[src/rtl/dl16_pkg.sv]
// DLFloat16 shared definitions: field layout, special encodings, flag indices.
package dl16_pkg;

  localparam int unsigned EXP_W    = 6;
  localparam int unsigned FRAC_W   = 9;
  localparam int unsigned SIGN_BIT = EXP_W + FRAC_W;

  localparam int unsigned BIAS     = 31;
  localparam int unsigned EXP_MAX  = (1 << EXP_W) - 1;

  localparam logic [15:0] DL_NAN   = 16'hFFFF;
  localparam logic [15:0] DL_ZERO  = 16'h0000;

  localparam int unsigned FLAG_NAN = 2;
  localparam int unsigned FLAG_OVF = 1;
  localparam int unsigned FLAG_INX = 0;

  typedef enum logic [1:0] {
    CLS_NORM,
    CLS_ZERO,
    CLS_NAN
  } dl_class_e;

  // All-ones exponent+fraction encodes NaN/Inf; zero exponent is zero (no subnormals).
  function automatic dl_class_e dl_classify(input logic [EXP_W-1:0] exp_f,
                                            input logic [FRAC_W-1:0] frac_f);
    if (&{exp_f, frac_f})
      return CLS_NAN;
    else if (exp_f == '0)
      return CLS_ZERO;
    else
      return CLS_NORM;
  endfunction

endpackage

[src/rtl/dl_rne_round.sv]
// Round-to-nearest-even of a 9-bit fraction with extension bits; reports overflow/inexact.
module dl_rne_round
  import dl16_pkg::*;
#(
  parameter int unsigned EXT_W = 4
) (
  input  logic [FRAC_W-1:0] frac,
  input  logic [EXT_W-1:0]  ext,
  input  logic [EXP_W-1:0]  exp_in,
  output logic [FRAC_W-1:0] frac_r,
  output logic [EXP_W:0]    exp_r,
  output logic              ovf,
  output logic              inx
);

  logic            g, r, s, inc;
  logic [FRAC_W:0] sum;

  // Guard/round/sticky increment, carry into exponent, and overflow detection.
  always_comb begin
    g   = ext[EXT_W-1];
    r   = ext[EXT_W-2];
    s   = |ext[EXT_W-3:0];
    inc = g & (r | s | frac[0]);
    sum = {1'b0, frac} + {{FRAC_W{1'b0}}, inc};
    if (sum[FRAC_W]) begin
      frac_r = '0;
      exp_r  = {1'b0, exp_in} + {{EXP_W{1'b0}}, 1'b1};
    end else begin
      frac_r = sum[FRAC_W-1:0];
      exp_r  = {1'b0, exp_in};
    end
    ovf = (exp_r > (EXP_W+1)'(EXP_MAX)) ||
          ((exp_r == (EXP_W+1)'(EXP_MAX)) && (frac_r == '1));
    inx = |ext;
  end

endmodule

[src/rtl/dl_round_pack.sv]
// DLFloat16 output stage: two-stage valid/ready pipeline, RNE rounding, packing, sticky flags.
module dl_round_pack
  import dl16_pkg::*;
#(
  parameter int unsigned EXT_W  = 4,
  parameter int unsigned FLAG_W = 3
) (
  input  logic                           clk,
  input  logic                           rst,
  input  logic                           in_valid,
  output logic                           in_ready,
  input  logic [EXP_W+FRAC_W+EXT_W:0]    in_data,
  output logic                           out_valid,
  input  logic                           out_ready,
  output logic [15:0]                    out_data,
  output logic [FLAG_W-1:0]              out_flags,
  output logic [FLAG_W-1:0]              sticky_flags,
  input  logic                           flag_clr
);

  localparam int unsigned IN_W = EXP_W + FRAC_W + EXT_W + 1;

  logic              v1, v2;
  logic              adv1, adv2;
  logic [IN_W-1:0]   d1;

  logic              sign1;
  logic [EXP_W-1:0]  exp1;
  logic [FRAC_W-1:0] frac1;
  logic [EXT_W-1:0]  ext1;
  dl_class_e         cls1;

  logic [FRAC_W-1:0] frac_r;
  logic [EXP_W:0]    exp_r;
  logic              ovf_r, inx_r;

  logic [15:0]       nxt_data;
  logic [FLAG_W-1:0] nxt_flags;

  // Stage advance: each stage moves when empty or when the stage after it moves.
  always_comb begin
    adv2     = ~v2 | out_ready;
    adv1     = ~v1 | adv2;
    in_ready = adv1;
  end

  // S1 field extraction and class decode.
  always_comb begin
    {sign1, exp1, frac1, ext1} = d1;
    cls1 = dl_classify(exp1, frac1);
  end

  dl_rne_round #(.EXT_W(EXT_W)) u_round (
    .frac   (frac1),
    .ext    (ext1),
    .exp_in (exp1),
    .frac_r (frac_r),
    .exp_r  (exp_r),
    .ovf    (ovf_r),
    .inx    (inx_r)
  );

  // Result selection: NaN, then zero (sign dropped), then overflow, then normal.
  always_comb begin
    nxt_data  = {sign1, exp_r[EXP_W-1:0], frac_r};
    nxt_flags = '0;
    if (cls1 == CLS_NAN) begin
      nxt_data            = DL_NAN;
      nxt_flags[FLAG_NAN] = 1'b1;
    end else if (cls1 == CLS_ZERO) begin
      nxt_data            = DL_ZERO;
    end else if (ovf_r) begin
      nxt_data            = DL_NAN;
      nxt_flags[FLAG_OVF] = 1'b1;
      nxt_flags[FLAG_INX] = 1'b1;
    end else begin
      nxt_flags[FLAG_INX] = inx_r;
    end
  end

  // S1 register: captures the incoming word.
  always_ff @(posedge clk) begin
    if (rst) begin
      v1 <= 1'b0;
      d1 <= '0;
    end else if (adv1) begin
      v1 <= in_valid;
      if (in_valid)
        d1 <= in_data;
    end
  end

  // S2 register: holds the packed result and its flags until taken downstream.
  always_ff @(posedge clk) begin
    if (rst) begin
      v2        <= 1'b0;
      out_data  <= '0;
      out_flags <= '0;
    end else if (adv2) begin
      v2 <= v1;
      if (v1) begin
        out_data  <= nxt_data;
        out_flags <= nxt_flags;
      end
    end
  end

  // Sticky accumulation on delivered results; clear wins over a same-cycle set.
  always_ff @(posedge clk) begin
    if (rst)
      sticky_flags <= '0;
    else if (flag_clr)
      sticky_flags <= '0;
    else if (v2 && out_ready)
      sticky_flags <= sticky_flags | out_flags;
  end

  assign out_valid = v2;

endmodule

[config.mk]
export PLATFORM = sky130hd
export DESIGN_NAME = dl_round_pack
export DESIGN_NICKNAME = d
export VERILOG_FILES = /design/src/rtl/dl16_pkg.sv /design/src/rtl/dl_rne_round.sv /design/src/rtl/dl_round_pack.sv
export SDC_FILE = /design/constraint.sdc
export NUM_CORES = 1
export LEC_CHECK = 0
export CAP_MARGIN = 15
export CORE_AREA = 4 4 89 91
export DETAILED_ROUTE_END_ITERATION = 7
export DIE_AREA = 0 0 93 95
export SYNTH_ARGS = -nofsm -noshare
export SYNTH_HDL_FRONTEND = slang
export SYNTH_SLANG_ARGS = --single-unit
[constraint.sdc]
create_clock -name clk -period 2.51 [get_ports clk]
set_input_delay 0.502 -clock clk [delete_from_list [all_inputs] [get_ports clk]]
set_output_delay 0.502 -clock clk [all_outputs]
set_load 0.005 [all_outputs]
After elaboration in Yosys (flattened, before gate mapping) --
Cells that the tools add are included. Widths: inputs -> output; s select.
Cells by class: add/subtract/negate cells 2, $mul 0, divide/modulo/power cells 0, order comparisons 1, equal/unequal tests 4, shifts and indexed selects 0, multiplexer cells 12, bitwise logic cells 8, reduce and logical (&&, ||, !) cells 10
Operators with widths (count):
- $mux 16 | 3
- $reduce_and 15->1 | 1
- $add 9x1->10 | 1
- $eq 9x9->1 const B | 1
- $mux 9 | 1
- $add 6x1->7 const B | 1
- $eq 7x6->1 const B | 1
- $gt 7x6->1 const B | 1
- $mux 7 | 1
- $logic_not 6->1 | 1
- $mux 2 | 3
- $mux 1 | 4
- $or 1x1->1 | 4
- $reduce_and 2->1 | 2
- $reduce_or 2->1 | 2
- $reduce_or 4->1 | 1
- $or 3x3->3 | 1
- $eq 2x1->1 const B | 1
- $eq 2x2->1 const B | 1
- $logic_and 1x1->1 | 2
- $not 1->1 | 2
- $and 1x1->1 | 1
- $logic_or 1x1->1 | 1
Word-level totals: register bits 44, bits in latches 0, RAM bits 0, memory bits (read-only) 0, input bits 25, output and inout bits 24, word-level logic and storage cells 43, memories 0

Depth between registers and ports, before layout --
depth in word-level cells 12, mapped depth 9, depth with buffers taken out 9

By module --
From an unflattened synthesis, not the netlist that was laid out.
Unflattened totals: cell total of the unflattened synthesis 275, area, all modules 2323.5 um2
By module, submodules not included:
- dl_round_pack | instances 1, cells an instance 212, area each 1894.3 um2, seq. area each 880.8 um2
- dl_rne_round | instances 1, cells an instance 63, area each 429.2 um2, seq. area each 0.0 um2

Least setup slack after synthesis --
Ideal clock, no wire load.
kind register -> register, start register d1[9], end register out_flags[0], setup time 117 ps, arrival time 2219 ps, required time 2393 ps, slack 175 ps, stages on the path, launching flop included 9, buffers on the path 2, period minus slack after synthesis 2335 ps, cells stage by stage dfxtp_1 > clkbuf_2 > nand4_2 > or4_1 > buf_2 > o31a_1 > o2111ai_2 > or3b_1 > a22o_1
Between the ends: cells in the longest elaborated chain, start to end 8, elaborated cells on any way between the ends 15, classes of those cells 1 x add/sub; 1 x order compare; 4 x eq/ne; 6 x mux; 3 x reduce/logical
RTL lines:
- from (decl) | line dl_round_pack.sv:25 | logic [IN_W-1:0] d1;
- from (signal assigned) | line dl_round_pack.sv:89 | d1 <= in_data;
- parallel branches: the longest is 7 deep, another holds $add 9x1->10
- $mux 2 * | line dl_round_pack.sv:67 | if (cls1 == CLS_NAN) begin
- to (signal assigned) | line dl_round_pack.sv:103 | out_flags <= nxt_flags;
- to (decl) | line dl_round_pack.sv:16 | output logic [FLAG_W-1:0] out_flags,
Mark *: on every way between the ends. A chain may end at the register's enable or synchronous reset.

Worst setup path in the final report --
start register d1[12], end register out_flags[0]
Same word-level chain as after synthesis.

==> flow_summary.toml <==
[cts]
cts.sinks = 44
cts_resized = 0
clock_latency_ps = 290
cts_tree = "built"
cts_htree_levels = 2
cts_buffer_depth = 2
numCtsBuffers = 5
clock-root-buffer = "clkbuf_8"
cts_hold_buf = 0
clk_pin_slew_ps = 80
post_cts_buffers = 0

[final_layout]
drive_above_1_share = 0.0864
syn2layout_area_growth_pct = 36.4
final_cells = 423
n_fill_cell = 774
diodes = 0
fin_nets = 351

[routing]
drt-total-wl_um = 5420
routedWlPerCell_um = 12.8
firstDrtPassIters = 4
drc = 0
vias = 2062
initialDrtViolationCount = 103
via_per_inst = 4.87
antenna_left = 0

[synth]
synth_edf_count = 0
syn_area_per_cell_um2 = 7.74
ys.warnings.count = 0
syn-cell-area_um2 = 2110
ys_types = 43
ys.flop_type = "dfxtp_1"
ys_async_sr_fraction = 0
synth_top_area_cell = "dfxtp_1"
synth_cells = 273
ys_seq_area_frac = 0.417
synth_top_area_frac = 0.417
synth_seq_cells = 44
synthTopCellsByArea = "dfxtp_1 (42%), a21oi_1 (9.9%), nand2_1 (9.4%), clkbuf_1 (3.4%), nor2_1 (3.0%)"
syn-num-nets = 301

[placed_design]
post-dp-hpwl_um = 4260
numPortBuffers = 48
dp_cells = 415
dp_slack_ps = 195
place.gp.congestion = 0.871

[worst_setup_path]
cpPeakStageDelay_ps = 560
r2r_cells = 6
path_cells = "nand4_2 -> or4_1 -> o31a_1 -> o2111ai_2 -> or3b_1 -> a22o_1"
worst-path-max-fanout = 6
cp-start-kind = "register"
slowest_stage = "or4_1"
reg2reg_slack_ps = 170
worst-path-buf-inv = 0
worstPathArrival_ps = 2540
end_kind = "register"
required_ps = 2700
cp_num_cells = 6
crit_type = "reg -> reg"
critPathTopFamily = "simple AND/OR/NAND/NOR gates"

[sta]
min_period_ps = 2340
timing.clock.skew_ps = 2.65
setup_viol = 0
fmax_ghz = 0.427
fin_tns_setup_ps = 0
timing_hold_violations_final = 0
slew_headroom = 0.562
final.setup.worst_slack_ps = 166
holdWs_ps = 455
finalMaxSlewViolations = 0
tightest_slew_ps = 656
fin_crit_sh = 0.934
rsz0062_at_grt = "false"

[global_route]
overflow = 0
grt_use_total = 0.130
grt_pass1_vias = 2001
grt_max_degree = 21
antenna_found_initial = 0
grt_pass1_wl_um = 9150

[die]
initial_core_util = 0.296
fp.dieH_um = 95
ioPinCount = 49
die_area_um2 = 8840
rows = 31
core_um2 = 7140
die_w_um = 93

[pwr]
clkPwrFrac = 0.387
combPwrFrac = 0.124
swShare = 0.232
switching_power_mw = 0.353
ir_worst_vdd_mv = 0.316
p_leak_nw = 1.02
p_int_mw = 1.17
p_seq_frac = 0.489
powerDensity_nw_per_um2 = 529

[hold_path]
holdPathStages = 2
hold_path_class = "reg -> reg"

[run]
drv_cap = 0

[status]
status = "finished clean"
sequential cells by signal (all words and copies together), names as in the netlist:
| signal | count |
|---|---|
| out_data | 16 |
| v1 | 1 |
| out_valid | 1 |
| sticky_flags | 3 |
| d1 | 20 |
| out_flags | 3 |
placed cells by master (no fill, tap or decap), types with 7 or more instances in the layout:
cell             synthesis  layout
a21oi_1                 42      42
nor3_1                   9       9
dfxtp_1                 44      44
nor2_1                  17      17
clkbuf_8                 0       7
o21ai_0                  9       9
buf_4                    1      17
nand4_1                  8       8
clkdlybuf4s50_1          0      48
nand2_1                 53      53
stage by stage:
stage	cell area, um^2	total power [mW]	util
finish	2880	1.52	0.404
global placement	2760	0.951	0.386
floorplan	2110	0.856	-
CTS	2880	1.54	0.404
detailed placement	2760	0.952	0.386
global route	2880	1.59	0.404
worst min-delay path: stages (launching register included):
cell,delay (ps)
dfxtp_1,310
nand2_1,50
a21oi_1,50
synthesized netlist by cell type, types with 2 or more instances:
master and count:
a22oi_1 6, and2_1 3, or3_1 3, ha_1 3
nand2b_1 2, o21ai_0 9, nand2_1 53, clkbuf_1 19
a21o_1 3, a31oi_1 4, nor2_1 17, and4_1 2
nand3_1 6, dfxtp_1 44, nor2b_1 4, xor2_1 4
a22o_1 2, xnor2_1 5, inv_1 4, nor3_1 9
nand4_1 8, a21oi_1 42
power by group through the flow:
stage / sequential, mW / combinational (mW) / clock, mW
after floorplan: 0.756 / 0.0998 / 0
after global placement: 0.761 / 0.190 / 0
after detailed placement: 0.762 / 0.190 / 0
after CTS: 0.745 / 0.191 / 0.603
after global routing: 0.750 / 0.212 / 0.627
final: 0.745 / 0.189 / 0.590
final timing paths:
check	from	end
worst min register to register	out_data[12]$_SDFFE_PP0P_	out_data[12]$_SDFFE_PP0P_
worst min-delay path	out_data[12]$_SDFFE_PP0P_	out_data[12]$_SDFFE_PP0P_
worst max-delay path	d1[12]$_SDFFE_PP0P_	out_flags[0]$_SDFFE_PP0P_
worst max register to register	d1[12]$_SDFFE_PP0P_	out_flags[0]$_SDFFE_PP0P_
cell families after synthesis:
kind of cell | share of synthesized area
AOI/OAI and AO/OA | 0.216
xor gates and xnor gates | 0.0373
adders and majority gates | 0.0178
buffers and inverters | 0.0491
DFF | 0.417
muxes | 0.0101
and+or+nand+nor | 0.253
metal layers:
layer / vias up / part of all wire / global-route usage
met5: - / 0 / 0
met4: 0 / 0.029 / 0.0586
met3: 12 / 0.064 / 0.0319
met2: 57 / 0.47 / 0.221
met1: 933 / 0.44 / 0.155
li1: 1060 / - / -
final cells by class:
| cell class | count | area [um^2] | area share |
|---|---|---|---|
| tap | 99 | 124 | 0.0430 |
| inverter | 4 | 15.0 | 0.00521 |
| timing repair buffer | 65 | 608 | 0.211 |
| clock inverter | 1 | 30.0 | 0.0104 |
| sequential | 44 | 881 | 0.306 |
| multi-input combinational | 203 | 1130 | 0.391 |
| clock buffer | 7 | 96.3 | 0.0334 |
Power figures use the tool's default switching activity.
